`config.mk`:
```
export PLATFORM = sky130hd
export DESIGN_NAME = muldiv_flat
export DESIGN_NICKNAME = d
export VERILOG_FILES = /design/src/rtl/muldiv_pkg.sv /design/src/rtl/muldiv_if.sv /design/src/rtl/muldiv_div_iter.sv /design/src/rtl/muldiv.sv /design/src/flat_wrapper.sv
export SDC_FILE = /design/constraint.sdc
export NUM_CORES = 2
export LEC_CHECK = 0
export ABC_AREA = 0
export CORE_MARGIN = 2
export CORE_UTILIZATION = 65
export CTS_CLUSTER_SIZE = 25
export DETAILED_ROUTE_END_ITERATION = 6
export PLACE_DENSITY = 0.83
export SYNTH_ARGS = -nofsm -noshare
export SYNTH_HDL_FRONTEND = slang
export SYNTH_SLANG_ARGS = --single-unit
```
`constraint.sdc`:
```
create_clock -name clk -period 8.14 [get_ports clk]
set_input_delay 2.442 -clock clk [delete_from_list [all_inputs] [get_ports clk]]
set_output_delay 2.442 -clock clk [all_outputs]
set_load 0.02 [all_outputs]
```
`src/rtl/muldiv_pkg.sv`:
```
// Shared types for the HI/LO multiply/divide unit: op encodings and data width.
`ifndef W_DATA
`define W_DATA 32
`endif

package muldiv_pkg;
  localparam int W     = `W_DATA;
  localparam int CNT_W = $clog2(W);

  typedef enum logic [2:0] {
    MD_NONE  = 3'd0,
    MD_MULT  = 3'd1,
    MD_MULTU = 3'd2,
    MD_DIV   = 3'd3,
    MD_DIVU  = 3'd4,
    MD_MTHI  = 3'd5,
    MD_MTLO  = 3'd6
  } muldiv_op_t;
endpackage

```
`src/rtl/muldiv_if.sv`:
```
// Request/result bundle between the pipeline and the muldiv unit.
interface muldiv_if;
  import muldiv_pkg::*;
  logic           start;
  muldiv_op_t     op;
  logic [W-1:0]   rs_data;
  logic [W-1:0]   rt_data;
  logic           flush;
  logic           busy;
  logic [W-1:0]   hi;
  logic [W-1:0]   lo;

  modport master (output start, op, rs_data, rt_data, flush, input busy, hi, lo);
  modport slave  (input start, op, rs_data, rt_data, flush, output busy, hi, lo);
endinterface

```
`src/rtl/muldiv_div_iter.sv`:
```
// Unsigned restoring divider, one quotient bit per step, MSB first.
module div_iter
  import muldiv_pkg::*;
(
  input  logic         clk,
  input  logic         rst,
  input  logic         load,
  input  logic         step,
  input  logic [W-1:0] a,
  input  logic [W-1:0] b,
  output logic [W-1:0] quot,
  output logic [W-1:0] rem
);
  logic [W-1:0] rem_q, rem_d, quot_q, quot_d, b_q, b_d;
  logic [W:0]   part;
  logic         ge;

  // quot_q starts as the dividend and shifts quotient bits in from the right
  always_comb begin
    part   = {rem_q, quot_q[W-1]};
    ge     = part >= {1'b0, b_q};
    rem_d  = rem_q;
    quot_d = quot_q;
    b_d    = b_q;
    if (load) begin
      rem_d  = '0;
      quot_d = a;
      b_d    = b;
    end else if (step) begin
      rem_d  = ge ? W'(part - {1'b0, b_q}) : part[W-1:0];
      quot_d = {quot_q[W-2:0], ge};
    end
  end

  always_ff @(posedge clk or negedge rst) begin
    if (!rst) begin
      rem_q  <= '0;
      quot_q <= '0;
      b_q    <= '0;
    end else begin
      rem_q  <= rem_d;
      quot_q <= quot_d;
      b_q    <= b_d;
    end
  end

  assign quot = quot_q;
  assign rem  = rem_q;
endmodule

```
`src/rtl/muldiv.sv`:
```
// HI/LO unit: single-cycle multiply and MTHI/MTLO, 33-cycle iterative divide.
module muldiv
  import muldiv_pkg::*;
(
  input  logic    clk,
  input  logic    rst,
  muldiv_if.slave md
);
  localparam logic [1:0] IDLE     = 2'd0;
  localparam logic [1:0] DIV_RUN  = 2'd1;
  localparam logic [1:0] DIV_DONE = 2'd2;

  logic [1:0]       state_q, state_d;
  logic             busy_q, busy_d;
  logic [W-1:0]     hi_q, hi_d, lo_q, lo_d;
  logic [CNT_W-1:0] cnt_q, cnt_d;
  logic             qsign_q, qsign_d, rsign_q, rsign_d;
  logic             accept, sgn, a_neg, b_neg, load, step;
  logic [W-1:0]     abs_a, abs_b, quot, rem;
  logic [2*W-1:0]   ext_a, ext_b, prod;

  assign accept = md.start && (state_q == IDLE) && !md.flush;
  assign sgn    = (md.op == MD_MULT) || (md.op == MD_DIV);
  assign a_neg  = sgn && md.rs_data[W-1];
  assign b_neg  = sgn && md.rt_data[W-1];
  assign abs_a  = a_neg ? -md.rs_data : md.rs_data;
  assign abs_b  = b_neg ? -md.rt_data : md.rt_data;
  // sign-extend when signed so the low 2W bits of an unsigned multiply are exact
  assign ext_a  = {{W{a_neg}}, md.rs_data};
  assign ext_b  = {{W{b_neg}}, md.rt_data};
  assign prod   = ext_a * ext_b;

  always_comb begin
    state_d = state_q;
    hi_d    = hi_q;
    lo_d    = lo_q;
    cnt_d   = cnt_q;
    qsign_d = qsign_q;
    rsign_d = rsign_q;
    load    = 1'b0;
    step    = 1'b0;
    case (state_q)
      IDLE: if (accept) begin
        case (md.op)
          MD_MULT, MD_MULTU: {hi_d, lo_d} = prod;
          MD_MTHI: hi_d = md.rs_data;
          MD_MTLO: lo_d = md.rs_data;
          MD_DIV, MD_DIVU: if (md.rt_data != '0) begin
            load    = 1'b1;
            cnt_d   = '0;
            qsign_d = a_neg ^ b_neg;
            rsign_d = a_neg;
            state_d = DIV_RUN;
          end
          default: ;
        endcase
      end
      DIV_RUN: if (md.flush) state_d = IDLE;
      else begin
        step  = 1'b1;
        cnt_d = cnt_q + 1'b1;
        if (cnt_q == CNT_W'(W-1)) state_d = DIV_DONE;
      end
      DIV_DONE: begin
        state_d = IDLE;
        if (!md.flush) begin
          lo_d = qsign_q ? -quot : quot;
          hi_d = rsign_q ? -rem : rem;
        end
      end
      default: state_d = IDLE;
    endcase
    busy_d = (state_d != IDLE);
  end

  always_ff @(posedge clk or negedge rst) begin
    if (!rst) begin
      state_q <= IDLE;
      busy_q  <= 1'b0;
      hi_q    <= '0;
      lo_q    <= '0;
      cnt_q   <= '0;
      qsign_q <= 1'b0;
      rsign_q <= 1'b0;
    end else begin
      state_q <= state_d;
      busy_q  <= busy_d;
      hi_q    <= hi_d;
      lo_q    <= lo_d;
      cnt_q   <= cnt_d;
      qsign_q <= qsign_d;
      rsign_q <= rsign_d;
    end
  end

  div_iter u_div (
    .clk  (clk),
    .rst  (rst),
    .load (load),
    .step (step),
    .a    (abs_a),
    .b    (abs_b),
    .quot (quot),
    .rem  (rem)
  );

  assign md.busy = busy_q;
  assign md.hi   = hi_q;
  assign md.lo   = lo_q;
endmodule

```
`src/flat_wrapper.sv`:
```
// flat-port wrapper written by rule: the top's interface ports become plain ports
module muldiv_flat import muldiv_pkg::*;
  (clk, rst, md_start, md_op, md_rs_data, md_rt_data, md_flush, md_busy, md_hi, md_lo);
  muldiv_if md_i ();
  input  logic clk;
  input  logic rst;
  input wire logic [$bits(md_i.start)-1:0] md_start;
  input wire logic [$bits(md_i.op)-1:0] md_op;
  input wire logic [$bits(md_i.rs_data)-1:0] md_rs_data;
  input wire logic [$bits(md_i.rt_data)-1:0] md_rt_data;
  input wire logic [$bits(md_i.flush)-1:0] md_flush;
  output wire logic [$bits(md_i.busy)-1:0] md_busy;
  output wire logic [$bits(md_i.hi)-1:0] md_hi;
  output wire logic [$bits(md_i.lo)-1:0] md_lo;
  assign md_i.start = md_start;
  assign md_i.op = md_op;
  assign md_i.rs_data = md_rs_data;
  assign md_i.rt_data = md_rt_data;
  assign md_i.flush = md_flush;
  assign md_busy = md_i.busy;
  assign md_hi = md_i.hi;
  assign md_lo = md_i.lo;
  muldiv u_core (.clk(clk), .rst(rst), .md(md_i));
endmodule
```
* Yosys cells after proc, flatten, opt, wreduce, memory -nomap -nowiden *
Cells that the tools add are included.
W data, S select, Z words.

operators by class
  $add $sub $neg = 6
  multiply operators = 1
  order comparisons = 1
  equal/unequal tests = 16
  muxes and demuxes = 34
  bitwise operators = 1
  reduce and logical (&&, ||, !) cells = 18

operator list
  cell                   number
  $mux W32               13
  $pmux W32 S2           4
  $neg A32 Y32           4
  $mul A33 B33 Y64       1
  $ge A33 B32 Y1         1
  $reduce_bool A32 Y1    1
  $sub A32 B32 Y32       1
  $mux W5                4
  $reduce_and A4 Y1      3
  $mux W2                5
  $pmux W5 S2            1
  $eq A3 B3 Y1 const B   3
  $ne A2 B2 Y1 const B   4
  $reduce_bool A2 Y1     4
  $eq A3 B2 Y1 const B   2
  $mux W1                6
  $ne A3 B3 Y1 const B   2
  $add A5 B1 Y5 const B  1
  $eq A5 B5 Y1 const B   1
  $reduce_and A5 Y1      1
  $logic_and A1 B1 Y1    4
  $pmux W2 S2            1
  $reduce_or A2 Y1       2
  $eq A3 B1 Y1 const B   1
  7 further kinds        7

word-level totals
  flip-flop bits (word level) = 170
  output and inout bits = 65

* Longest topological paths before layout *
  depth in word-level cells = 7
  mapped depth = 33
  mapped depth without buffers = 29

* Modules after synthesis *
A second synthesis with hierarchy kept.

second synthesis, totals
  cells, all modules = 5756
  area, all modules = 50522.2 µm²

modules (own cells, without submodules)
  module    instances  cells each  area an instance (µm²)  sequential area each (µm²)
  muldiv    1          5080        44428.9                 1851.8
  div_iter  1          676         6093.3                  2402.3

* Worst setup path before layout *
Ideal clock, no wire load.

  kind = input -> register
  start = input port md_op[0]
  end = register u_core.hi_q[23], in the netlist u_core.md.hi[23]
  arrival = 10.658 ns
  slack = -2.639 ns
  stages = 33
  path buffers = 4
  cell sequence = nor2b_1 -> and2_1 -> clkbuf_1 -> clkbuf_1 -> clkbuf_1 -> nand2_1 -> inv_1 -> fa_1 -> inv_1 -> fa_1 -> inv_1 -> fa_1 -> fa_1 -> inv_1 -> fa_1 -> inv_1 -> fa_1 -> inv_1 -> fa_1 -> fa_1 -> inv_1 -> ha_1 -> clkbuf_1 -> o21a_1 -> o21a_1 -> o21ai_0 -> a22oi_1 -> a221oi_1 -> nand2_1 -> a21oi_1 -> xor2_1 -> o21ai_0 -> a22o_1

on the way
  cells in the longest elaborated chain, start to end = 7

RTL lines
  item                                           RTL line                    text
  start: declaration                             flat_wrapper.sv:8           input wire logic [$bits(md_i.op)-1:0] md_op;
  $eq A3 B1 Y1 or $eq A3 B2 Y1 (tied branches)   muldiv.sv:23, muldiv.sv:44
  $logic_or A1 B1 Y1                             muldiv.sv:23                assign sgn = (md.op == MD_MULT) || (md.op == MD_DIV);
  $logic_and A1 B1 Y1, on equally long branches  muldiv.sv:24, muldiv.sv:25
  $mul A33 B33 Y64                               muldiv.sv:31                assign prod = ext_a * ext_b;
  $pmux W32 S2                                   muldiv.sv:44                case (md.op)
  $mux W32                                       muldiv.sv:43                IDLE: if (accept) begin
  $pmux W32 S2                                   muldiv.sv:42                case (state_q)
  end signal: assignment                         muldiv.sv:88                hi_q <= hi_d;
  end: declaration                               muldiv.sv:15                logic [W-1:0] hi_q, hi_d, lo_q, lo_d;

Several ways; a longest one is shown, not always the timed one. The select of a mux whose other input is x is not followed.
A chain may end at the register's enable or synchronous reset.

* Worst setup path in the final report *
  start = input port md_rs_data[21]
  end = register u_core.hi_q[27], in the netlist u_core.md.hi[27]

on the way
  cells in the longest elaborated chain, start to end = 4

RTL lines
  item                RTL line           text
  start: declaration  flat_wrapper.sv:9  input wire logic [$bits(md_i.rs_data)-1:0] md_rs_data;
  $mul A33 B33 Y64    muldiv.sv:31
  $pmux W32 S2        muldiv.sv:44
  $mux W32            muldiv.sv:43
  $pmux W32 S2        muldiv.sv:42

Every way passes these cells. The select of a mux whose other input is x is not followed.

==> results.md <==
- M1 wire length: 59,000 um
- Seq cells post-synth: 170
- Die Height: about 280 um
- Share of cells above drive strength 1: 21.8%
- Most used DFF post-synth: dfrtp_1
- Final worst slack: -2.47 ns
- FMAX: about 94 MHz
- Setup Crit Path Kind: in -> reg
- Max-slew headroom: 19.7%
- DRT iter0 DRCs: around 6,700
- Status: complete, but fails checks
- # DRC: 11
- Largest net degree at the start of global routing: 96
- Syn_area_per_cell: ~8.7 sq um
- Initial antenna violation count: 39
- DRT Wirelength: just over 200,000 um
- CTS clk-pin slew, worst paths: about 0.080 ns
- Arr. time, crit path: 10.96 ns
- Crit path launch type: input port
- TritonCTS clock tree: built
- Worst skew pair latency: roughly 0.46 ns
- Crit. End Element: flip-flop
- # hold bufs at CTS: 0
- Mapped Area: approximately 50,000 sq um
- Die X-Extent: 281 um
- CTS Root Cell: clkbuf_16
- Fin. Hold Viols: 0
- Post-synth cell types: 73
- H-Tree Level Count: 4
- Via count: between 40,000 and 50,000
- Final ANT Viol Nets: 0
- Syn Nets: roughly 7,200
- WL per Instance: 28.2 um
- Final setup viols: between 50 and 60
- Area Growth Syn to Fin: 25.3%
- Least-Margin Pin Slew: ~1.2 ns
- Number of global-route vias before repair: 50,600
- Gr usage total: approximately 52%
- First-pass GRT wire length: approximately 300,000 um
- Slowest CP cell: fa_1
- CORE AREA: 75,800 sq um
- Number of fill cells: 4,008
- DR vias/cell: between 6 and 7
- Max cap viols: 0
- Yosys warning total: 0
- I/O Buffers: between 100 and 150
- CTS Sinks: 170
- Met2 WL: around 89,000 um
- Asr flop ratio synth: 100%
- Hpwl dp: ~130,000 um
- First-pass iteration count of the detailed router: 7
- Critical Path RT: 8.49 ns
- I/O pin cnt: roughly 140
- Placer Congestion: between 0.9 and 1
- CP max stage delay: 1.19 ns
- Fin util: roughly 82%
- DR WL met3: roughly 30,000 um
- RSZ-0062 raised after global routing: yes
- CP dominant cell by count: fa_1
- Sequential fraction of the synthesis area: 8.55%
- Max Root-Sink Buffers: 2
- Initial Utilization: about two thirds
- Worst-path maximum fanout: 9
- Hold WS: about 0.5 ns
- Top sig layer: met5
- Failing checks: DRC, setup timing
- Die area: 78,800 sq um
- EDFF count, synth: 0
- Grt total ovfl: 0
- Cts bufs inserted: 17
- NumNets Final: 7,768
- Min Clock Period, post-route: approximately 11 ns
- Row cnt: between 100 and 150
- Max Slew Vio Count: 0
- Max Clock Skew: approximately 0.017 ns
- Final worst-path cycle share: 130%
- Post-Syn Instances: about 5,700
- Worst Hold Class: reg -> reg
[synthesized netlist by cell type, drive strengths merged, types with 4 or more instances]
cell type | n | share of area [%]
or2 | 10 | 0.13
nand2b | 23 | 0.29
or4 | 15 | 0.26
a21oi | 166 | 1.7
dfrtp | 170 | 8.6
o21a | 10 | 0.15
nor2 | 163 | 1.2
nor3 | 35 | 0.35
and3 | 26 | 0.33
clkbuf | 270 | 2.0
mux2i | 11 | 0.22
nor2b | 15 | 0.19
a21o | 36 | 0.54
o41ai | 16 | 0.30
nand2 | 1008 | 7.6
o22ai | 6 | 0.075
a221oi | 4 | 0.070
ha | 250 | 6.3
a22oi | 24 | 0.36
nand3 | 34 | 0.34
or3 | 21 | 0.27
o21ai | 262 | 2.6
a31oi | 17 | 0.21
a211oi | 18 | 0.27
a32oi | 7 | 0.12
nand4 | 20 | 0.25
xor2 | 87 | 1.5
buf | 88 | 0.67
o31ai | 37 | 0.62
a221o | 14 | 0.28
and2 | 284 | 3.6
o311ai | 4 | 0.070
nor4 | 5 | 0.063
a22o | 5 | 0.088
o211ai | 36 | 0.54
nor3b | 4 | 0.060
inv | 1195 | 9.0
nor4b | 4 | 0.070
fa | 1126 | 45
o21bai | 21 | 0.32
a21boi | 4 | 0.060
o221ai | 4 | 0.070
nand3b | 4 | 0.060
a311oi | 5 | 0.088
xnor2 | 127 | 2.2
[critical path: cells and delay by family]
family / cells / cell delay [ns]
buffers and inverters: 9 / 1.58
XOR/XNOR: 1 / 0.15
AND/OR/NAND/NOR: 4 / 0.62
adder cells (fa/ha/maj): 9 / 4.96
AO/OA/AOI/OAI: 5 / 1.18
[metal layers]
layer | up-vias | global-route usage (%)
li1 | 18500 | -
met1 | 22800 | 53.8
met3 | 1942 | 23.2
met4 | 44 | 52.1
met2 | 4201 | 77.8
met5 | - | 2.56
[cells in the final DEF, fill, tap and decap left out, types with 22 or more instances in the layout]
cell / instances
xnor2_1: 116
a21oi_2: 36
o31ai_1: 32
buf_6: 101
nand2_1: 966
nand2_2: 26
o21ai_0: 175
o21ai_2: 27
a22oi_1: 22
xor2_1: 83
ha_1: 209
dfrtp_1: 170
nand3_1: 30
fa_1: 1033
buf_12: 100
nor2_1: 142
a21o_1: 36
ha_4: 41
nor3_1: 26
clkdlybuf4s50_1: 69
o211ai_1: 36
inv_1: 1116
inv_2: 76
and2_1: 261
a21oi_1: 116
buf_4: 593
fa_2: 93
and2_4: 22
diode_2: 31
o21ai_1: 56
nand2b_1: 22
[logic make-up (layout without fill, tap and decap cells)]
logic type | count (synthesis) | count (layout) | share of synthesized area (%)
AND/OR/NAND/NOR | 1676 | 1676 | 15.2
buffers and inverters | 1554 | 2169 | 11.7
adder cells (fa/ha/maj) | 1376 | 1376 | 51.6
AO/OA/AOI/OAI | 718 | 718 | 8.98
XOR/XNOR | 214 | 214 | 3.77
flip-flops | 170 | 170 | 8.55
multiplexers | 11 | 11 | 0.221
other | 0 | 31 | 0
[sequential cells by signal (all words and copies together) (netlist names)]
register,cells
u_core.u_div.b_q,32
u_core.md.busy,1
u_core.cnt_q,5
u_core.u_div.rem,32
u_core.state_q,2
u_core.md.hi,32
u_core.rsign_q,1
u_core.md.lo,32
u_core.u_div.quot,32
u_core.qsign_q,1
[timing repair]
item / in CTS / in global routing
gates cloned: 32 / 1
setup endpoints to repair: 54 / 53
pin swaps: 314 / 142
buffers inserted: 131 / 34
gates resized for setup: 630 / 206
[stage by stage]
stage,cells,TNS (ns),area [sq um],setup slack (ns)
5_1_grt,7331,-90.47,62300,-2.45
3_3_place_gp,7091,-94.42,56900,-2.31
4_1_cts,7280,-42.60,61400,-1.23
2_1_floorplan,5719,-43.84,50900,-1.84
3_5_place_dp,7091,-99.56,56900,-2.35
6_report,7343,-88.35,62400,-2.47
[final timing paths]
kind	startpoint	to	slack, ns	depth (start not counted)
setup reg to reg	u_core.u_div.quot[31]	u_core.u_div.rem[26]	3.91	14
setup / recovery	md_rs_data[21]	u_core.md.hi[27]	-2.47	28
hold reg to reg	u_core.md.hi[4]	u_core.md.hi[4]	0.49	2
hold / removal	u_core.md.hi[4]	u_core.md.hi[4]	0.49	2
max in group asynchronous	rst	u_core.md.hi[7]	4.50	2
min in group asynchronous	rst	u_core.u_div.rem[18]	2.04	1
[area by class of cell]
class                   count  area (sq um)  share of cell area (%)
diodes                     31          77.6                   0.124
clock buffers              18           439                   0.704
clock inverters            14           198                   0.317
inverters                1196          4500                    7.22
multi-input cells        3995         42000                    67.3
flip-flops and latches    170          4250                    6.82
well taps                 978          1220                    1.96
repair buffers            941          9710                    15.6
Power is not shown: default switching activity piles up to over one toggle a cycle in this logic, so the estimate is an artifact.
